File: src/rtl/simon_sequencer.sv
// Round controller for the memory game: grows a random pattern, plays it on one-hot LEDs, checks presses.
// Latency: rand_in captured the cycle after start; button presses take effect at the sampling edge.
// No backpressure: start/btn_valid are single-cycle pulses, discarded in states that do not use them.
module simon_sequencer #(
    parameter int MAX_LEN    = 32,
    parameter int ON_CYCLES  = 12_000_000,
    parameter int OFF_CYCLES = 6_000_000
) (
    input  logic                         clk,
    input  logic                         reset,
    input  logic [1:0]                   rand_in,
    input  logic                         start,
    input  logic                         btn_valid,
    input  logic [1:0]                   btn_id,
    output logic [3:0]                   led,
    output logic                         awaiting_input,
    output logic [$clog2(MAX_LEN+1)-1:0] score,
    output logic                         game_over,
    output logic                         win
);

    localparam int LEN_W   = $clog2(MAX_LEN + 1);
    localparam int IDX_W   = $clog2(MAX_LEN);
    localparam int TMR_MAX = (ON_CYCLES > OFF_CYCLES) ? ON_CYCLES : OFF_CYCLES;
    localparam int TMR_W   = $clog2(TMR_MAX + 1);

    localparam logic [TMR_W-1:0] ON_LAST  = TMR_W'(ON_CYCLES - 1);
    localparam logic [TMR_W-1:0] OFF_LAST = TMR_W'(OFF_CYCLES - 1);
    localparam logic [LEN_W-1:0] LEN_MAX  = LEN_W'(MAX_LEN);

    typedef enum logic [2:0] {
        S_IDLE,
        S_APPEND,
        S_SHOW_ON,
        S_SHOW_OFF,
        S_WAIT_INPUT,
        S_LOSE,
        S_WIN
    } state_t;

    state_t             state_q, state_d;
    logic [LEN_W-1:0]   length_q, length_d;
    logic [LEN_W-1:0]   index_q, index_d;
    logic [LEN_W-1:0]   score_q, score_d;
    logic [TMR_W-1:0]   timer_q, timer_d;
    logic [1:0]         mem_q [MAX_LEN];
    logic               mem_we;
    logic [1:0]         cur_val;
    logic               last_step;

    // Pattern entry under the playback/check pointer, and whether it is the final entry.
    assign cur_val   = mem_q[index_q[IDX_W-1:0]];
    assign last_step = (index_q == (length_q - LEN_W'(1)));

    // Control registers; asynchronous reset returns the game to IDLE.
    always_ff @(posedge clk or posedge reset) begin
        if (reset) begin
            state_q  <= S_IDLE;
            length_q <= '0;
            index_q  <= '0;
            score_q  <= '0;
            timer_q  <= '0;
        end else begin
            state_q  <= state_d;
            length_q <= length_d;
            index_q  <= index_d;
            score_q  <= score_d;
            timer_q  <= timer_d;
        end
    end

    // Pattern buffer: written once per round in APPEND; contents need no reset.
    always_ff @(posedge clk) begin
        if (mem_we) begin
            mem_q[length_q[IDX_W-1:0]] <= rand_in;
        end
    end

    // Next-state logic: round growth, timed playback, and press checking.
    always_comb begin
        state_d  = state_q;
        length_d = length_q;
        index_d  = index_q;
        score_d  = score_q;
        timer_d  = timer_q;
        mem_we   = 1'b0;
        case (state_q)
            S_IDLE, S_LOSE, S_WIN: begin
                if (start) begin
                    length_d = '0;
                    index_d  = '0;
                    score_d  = '0;
                    state_d  = S_APPEND;
                end
            end
            S_APPEND: begin
                mem_we   = 1'b1;
                length_d = length_q + LEN_W'(1);
                index_d  = '0;
                timer_d  = '0;
                state_d  = S_SHOW_ON;
            end
            S_SHOW_ON: begin
                if (timer_q == ON_LAST) begin
                    timer_d = '0;
                    state_d = S_SHOW_OFF;
                end else begin
                    timer_d = timer_q + TMR_W'(1);
                end
            end
            S_SHOW_OFF: begin
                if (timer_q == OFF_LAST) begin
                    timer_d = '0;
                    if (last_step) begin
                        index_d = '0;
                        state_d = S_WAIT_INPUT;
                    end else begin
                        index_d = index_q + LEN_W'(1);
                        state_d = S_SHOW_ON;
                    end
                end else begin
                    timer_d = timer_q + TMR_W'(1);
                end
            end
            S_WAIT_INPUT: begin
                if (btn_valid) begin
                    if (btn_id != cur_val) begin
                        state_d = S_LOSE;
                    end else if (last_step) begin
                        score_d = length_q;
                        state_d = (length_q == LEN_MAX) ? S_WIN : S_APPEND;
                    end else begin
                        index_d = index_q + LEN_W'(1);
                    end
                end
            end
            default: state_d = S_IDLE;
        endcase
    end

    // Moore output decode from registered state.
    always_comb begin
        led            = 4'b0000;
        awaiting_input = (state_q == S_WAIT_INPUT);
        game_over      = (state_q == S_LOSE);
        win            = (state_q == S_WIN);
        if (state_q == S_SHOW_ON) begin
            led = 4'b0001 << cur_val;
        end
    end

    assign score = score_q;

endmodule

File: config.mk
export PLATFORM = sky130hd
export DESIGN_NAME = simon_sequencer
export DESIGN_NICKNAME = d
export VERILOG_FILES = /design/src/rtl/simon_sequencer.sv
export SDC_FILE = /design/constraint.sdc
export NUM_CORES = 1
export LEC_CHECK = 0
export ABC_AREA = 1
export CAP_MARGIN = 20
export CORE_ASPECT_RATIO = 1.75
export CORE_MARGIN = 2
export CORE_UTILIZATION = 54
export DETAILED_ROUTE_END_ITERATION = 10
export PLACE_DENSITY_LB_ADDON = 0.2
export SYNTH_ARGS = -nofsm -noshare
export SYNTH_HDL_FRONTEND = slang
export SYNTH_SLANG_ARGS = --single-unit
File: constraint.sdc
create_clock -name clk -period 3.5 [get_ports clk]
set_input_delay 0.7 -clock clk [delete_from_list [all_inputs] [get_ports clk]]
set_output_delay 0.7 -clock clk [all_outputs]
set_load 0.01 [all_outputs]
# Word level (Yosys, flattened, before mapping)
# Memories as Yosys holds them, arrays and structs flattened.
# Index checks and enable logic that the tools add are counted.
classes:
  add_sub_neg: 4
  n_eq_ne: 19
  shift: 1
  n_mux: 28
  reduce_logical: 10
ops:
  columns: ["op", "count"]
  rows:
  - ["$pmux W24 S3", 1]
  - ["$mux W6", 9]
  - ["$mux W24", 2]
  - ["$add A24 B1 Y24 const B", 1]
  - ["$eq A24 B23 Y1 const B", 1]
  - ["$eq A24 B24 Y1 const B", 1]
  - ["$mux W3", 8]
  - ["$pmux W6 S2", 2]
  - ["$pmux W6 S4", 1]
  - ["$pmux W3 S5", 1]
  - ["$add A6 B1 Y6 const B", 2]
  - ["$ne A2 B2 Y1 const B", 6]
  - ["$reduce_and A5 Y1", 2]
  - ["$eq A3 B3 Y1 const B", 3]
  - ["$eq A3 B2 Y1 const B", 2]
  - ["$eq A6 B6 Y1", 1]
  - ["$eq A6 B6 Y1 const B", 1]
  - ["$reduce_and A6 Y1", 1]
  - ["$sub A6 B1 Y6 const B", 1]
  - ["$mux W4", 1]
  - ["$reduce_bool A2 Y1", 2]
  - ["$reduce_bool A4 Y1", 1]
  - ["$shl A1 B2 Y4 const A", 1]
  - ["$eq A3 B1 Y1 const B", 1]
  - ["8 further kinds", 10]
word_totals:
  reg_bits: 45
  ram_bits: 64
  inputBits: 8
  output_inout_bits: 13
  word_cells: 68
  memories: 1
mem_list:
  columns: ["memory", "words", "width", "rd", "rd_clocked_by_memory_dff", "wr", "line", "rtl"]
  rows:
  - ["mem_q", 32, 2, 1, 0, 1, "46", "logic [1:0] mem_q [MAX_LEN];"]

# Longest topological paths before layout
depth:
  word_depth: 6
  depth_mapped: 17

# Worst setup path after synthesis
# No wires, ideal clock.
synth_path:
  kind: "reg2out"
  start: "register index_q[0]"
  end: "output led[0]"
  t_arrival_ns: 1.374
  required_time_ns: 2.800
  setup_slack_ns: 1.426
  stages_incl_launch_ff: 12
  path_buffers: 2
  path_cell_list: "dfrtp_1 -> buf_6 -> buf_4 -> nand2_1 -> nand3_1 -> nand3_1 -> nand2_1 -> nand2_1 -> nand3_1 -> nand2_1 -> nand2_1 -> nor2_1"
synth_between:
  elab_chain_cells: 3
synth_lines:
  columns: ["element", "line", "rtl"]
  rows:
  - ["from (decl)", "43", "logic [LEN_W-1:0] index_q, index_d;"]
  - ["from (signal assigned)", "66", "index_q <= index_d;"]
  - ["$mem_v2 Z32 W2", null, null]
  - ["$shl A1 B2 Y4", "148", "led = 4'b0001 << cur_val;"]
  - ["$mux W4", "147", "if (state_q == S_SHOW_ON) begin"]
  - ["to (decl)", "15", "output logic [3:0] led,"]
# No other way between the ends.

# Worst setup path in the final report
# Same ends and word-level chain as after synthesis.

==> impl_metrics.env <==
export IMPL_max_clock_freq_ghz=0.3109
export IMPL_cp_start_kind="register"
export IMPL_slew_headroom_pct=65.51
export IMPL_finalInstanceArea_um2=6295
export IMPL_post_route_drc_violation_count=0
export IMPL_met1_track_demand_over_resource_in_global_routing_pct=28.45
export IMPL_drt_pre_antenna_iters=5
export IMPL_root_buffer_master="sky130_fd_sc_hd__clkbuf_16"
export IMPL_timing_final_max_slew_violations=0
export IMPL_grtUsageTotal_pct=25.28
export IMPL_floorplan_io_pins=21
export IMPL_fin_ws_ns=0.2836
export IMPL_worstPathMaxFanout=32
export IMPL_arrival_ns=2.52
export IMPL_final_min_clock_period_ns=3.216
export IMPL_clock_skew_ns=0.007388
export IMPL_finalCritPeriodShare_pct=91.90
export IMPL_hold_path_depth=2
export IMPL_drive_gt1_share_pct=8.209
export IMPL_netlist_top_cells_area="sky130_fd_sc_hd__edfxtp_1 34%, sky130_fd_sc_hd__dfrtp_1 20%, sky130_fd_sc_hd__nand2_1 11%"
export IMPL_timing_rr_end="index_q[4]$_DFFE_PP0P_"
export IMPL_post_cts_hold_buffer_count=0
export IMPL_routabilityCongestion=0.8872
export IMPL_timing_worst_setup_path_type="register to output pin"
export IMPL_dpl_instance_area_um2=5989
export IMPL_place_ws_ns=0.4684
export IMPL_netlist_area_um2=5723
export IMPL_synth_flop_cell="sky130_fd_sc_hd__edfxtp_1"
export IMPL_antenna_cells_inserted=0
export IMPL_yosysMostFrequentCell="sky130_fd_sc_hd__nand2_1"
export IMPL_routedWlPerCell_um=17.08
export IMPL_coreArea_um2=10300
export IMPL_max_slew_worst_pin_slew_ns=0.5174
export IMPL_die_height_um=140.2
export IMPL_timing_final_setup_violations=0
export IMPL_rows=49
export IMPL_post_synth_fa_ha_maj_area_fraction_pct=1.312
export IMPL_tritoncts="yes"
export IMPL_worst_endpoint_required_ns=2.80
export IMPL_synth_top_area_cell="sky130_fd_sc_hd__edfxtp_1"
export IMPL_floorplan_die_area_um2=11470
export IMPL_count_of_buffers_from_port_buffering=20
export IMPL_total_leakage_power_nw=2.541
export IMPL_worst_setup_path_end_kind="output pin"
export IMPL_synthSimpleGateAreaFrac_pct=30.39
export IMPL_clock_insertion_delay_worst_skew_ns=0.35
export IMPL_synth_ff_latch_count=109
export IMPL_largest_net_degree_at_the_start_of_global_routing=46
export IMPL_cts_resized_gates=0
export IMPL_synth_cells_most_frequent="175 x sky130_fd_sc_hd__nand2_1, 85 x sky130_fd_sc_hd__nand3_1, 72 x sky130_fd_sc_hd__nor2_1"
export IMPL_yosys_warnings=0
export IMPL_clock_tree_htree_level_count=3
export IMPL_cts_repair_timing_setup_buffer_count=0
export IMPL_setup_tns_final_ns=0
export IMPL_holdCritPathClass="register to register"
export IMPL_wire_length_of_the_first_global_routing_pass_mm=21.95
export IMPL_setup_reg_to_reg_worst_slack_ns=1.03
export IMPL_initial_core_util_pct=55.56
export IMPL_xor_xnor_fraction_of_synth_area_pct=3.826
export IMPL_synth_compound_area_share_pct=4.985
export IMPL_power_density_cell_area_nw_per_um2=632.6
export IMPL_multi_input_combinational_cell_area_um2=2318
export IMPL_synth_sequential_area_ratio_pct=53.26
export IMPL_worst_hold_path_endpoint="score[0]$_DFFE_PP0P_"
export IMPL_result_of_the_run="finished clean"
export IMPL_global_route_usage_met3_pct=3.866
export IMPL_async_flop_share_pct=41.28
export IMPL_groute_layer_met2_usage_pct=45.61
export IMPL_area_sequential_um2=3049
export IMPL_synth_top_family_by_area="simple AND/OR/NAND/NOR gates"
export IMPL_timing_reg2reg_worst_path_depth=12
export IMPL_ir_drop_worst_vdd_v=0.0004825
export IMPL_overflow=0
export IMPL_cts_buffers_inserted=9
export IMPL_clock_tree_buffer_depth=2
export IMPL_grt_setup_unrepaired="no"
export IMPL_finalHoldViolCount=0
export IMPL_die_x_um=81.82
export IMPL_r2r_start="length_q[0]$_DFFE_PP0P_"
export IMPL_synth_unique_cells=42
export IMPL_via_count=4532
export IMPL_min_from="score[0]$_DFFE_PP0P_"
export IMPL_busiest_layer="met2"
export IMPL_syn_inst=646
export IMPL_wire_length_after_detailed_routing_mm=13.62
export IMPL_fillerInstances=916
export IMPL_max_cap_viol_count=0
export IMPL_detail_route_vias_per_cell=5.686
export IMPL_avgSynthCellArea_um2=8.859
export IMPL_synth_enable_flop_cells=64
export IMPL_grt_antenna_before_repair=0
export IMPL_dp_final_hpwl_mm=9.623
export IMPL_cts_num_sinks=109
export IMPL_syn_nets=660
export IMPL_first_global_vias=4583
export IMPL_yosysTopAreaCellShare_pct=33.58
export IMPL_syn2layout_area_growth_pct=9.991
export IMPL_synthMuxAreaShare_pct=0
export IMPL_num_nets_final=679
export IMPL_clk_transition_reported_paths_ns=0.07
export IMPL_drtIter0Drc=242
export IMPL_antenna_left=0
==> critical path, stage by stage, from the launching register on <==
cell                              delay [ns]
sky130_fd_sc_hd__dfrtp_2                0.56
sky130_fd_sc_hd__inv_4                  0.20
sky130_fd_sc_hd__nand2_1                0.12
sky130_fd_sc_hd__nand3_1                0.07
sky130_fd_sc_hd__nand3_1                0.13
sky130_fd_sc_hd__nand2_1                0.07
sky130_fd_sc_hd__nand2_1                0.06
sky130_fd_sc_hd__nand3_1                0.11
sky130_fd_sc_hd__nand2_1                0.11
sky130_fd_sc_hd__nand2_1                0.08
sky130_fd_sc_hd__nor2_1                 0.11
sky130_fd_sc_hd__clkdlybuf4s50_1        0.54
==> final cells by class <==
cell class / count / share of cell area, %
flip-flops and latches: 109 / 48.44
multi-input cells: 461 / 36.83
repair buffers: 27 / 4.214
clock buffers: 10 / 3.637
inverters: 57 / 3.478
well taps: 127 / 2.524
clock inverters: 6 / 0.8746
==> worst max-delay path by stage <==
stage | from | end
CTS | index_q[0]$_DFFE_PP0P_ | led[0]
detailed placement | index_q[0]$_DFFE_PP0P_ | led[0]
finish | index_q[0]$_DFFE_PP0P_ | led[0]
floorplan | index_q[0]$_DFFE_PP0P_ | led[0]
global route | index_q[0]$_DFFE_PP0P_ | led[0]
global placement | index_q[0]$_DFFE_PP0P_ | led[1]
==> flip-flops by register name, summed over array words and instances (netlist names) <==
register  count
mem_q        64
index_q       6
timer_q      24
length_q      6
state_q       3
score         6
==> placed cells by master, fill, tap and decap left out, types with 7 or more instances in the layout <==
| master | synthesis | routed |
|---|---|---|
| sky130_fd_sc_hd__inv_1 | 48 | 47 |
| sky130_fd_sc_hd__inv_2 | 6 | 7 |
| sky130_fd_sc_hd__dfrtp_1 | 45 | 44 |
| sky130_fd_sc_hd__xor2_1 | 18 | 18 |
| sky130_fd_sc_hd__nand2_1 | 175 | 175 |
| sky130_fd_sc_hd__edfxtp_1 | 64 | 64 |
| sky130_fd_sc_hd__nand4_1 | 12 | 12 |
| sky130_fd_sc_hd__xnor2_1 | 7 | 7 |
| sky130_fd_sc_hd__clkdlybuf4s50_1 | 0 | 20 |
| sky130_fd_sc_hd__nor3_1 | 11 | 11 |
| sky130_fd_sc_hd__clkbuf_16 | 0 | 9 |
| sky130_fd_sc_hd__nand3_1 | 85 | 85 |
| sky130_fd_sc_hd__o21ai_0 | 19 | 19 |
| sky130_fd_sc_hd__a21oi_1 | 8 | 8 |
| sky130_fd_sc_hd__nor2_1 | 72 | 72 |
==> power breakdown <==
| part | switching (mW) | total (mW) | leakage, nW | internal, mW |
|---|---|---|---|---|
| registers | 0.111 | 1.56 | 1.19 | 1.44 |
| clock network | 0.488 | 0.986 | 0.133 | 0.497 |
| logic | 1.00 | 1.44 | 1.22 | 0.441 |
==> kinds of logic after synthesis <==
family          after synthesis
compound gates               46
buf+inv                      76
simple gates                384
xor+xnor                     25
flops                       109
fa+ha+maj                     6
==> metal layers <==
metal	wire length [um]	vias up
met5	0	-
met4	449	0
met3	451	34
met2	7455	126
met1	5259	2177
li1	-	2195
==> metrics by stage <==
stage / power, mW / std cells / hold slack (ns) / util (%)
final: 3.982 / 797 / 0.4794 / 61.12
after global routing: 4.204 / 797 / 0.4984 / 61.12
after CTS: 3.982 / 796 / 0.4784 / 60.91
after detailed placement: 3.006 / 780 / 0.4609 / 58.15
after global placement: 2.959 / 780 / 0.4602 / 58.15
after floorplan: 2.654 / 646 / 0.4698 / -
No activity file was read; power rests on OpenSTA's default activity.
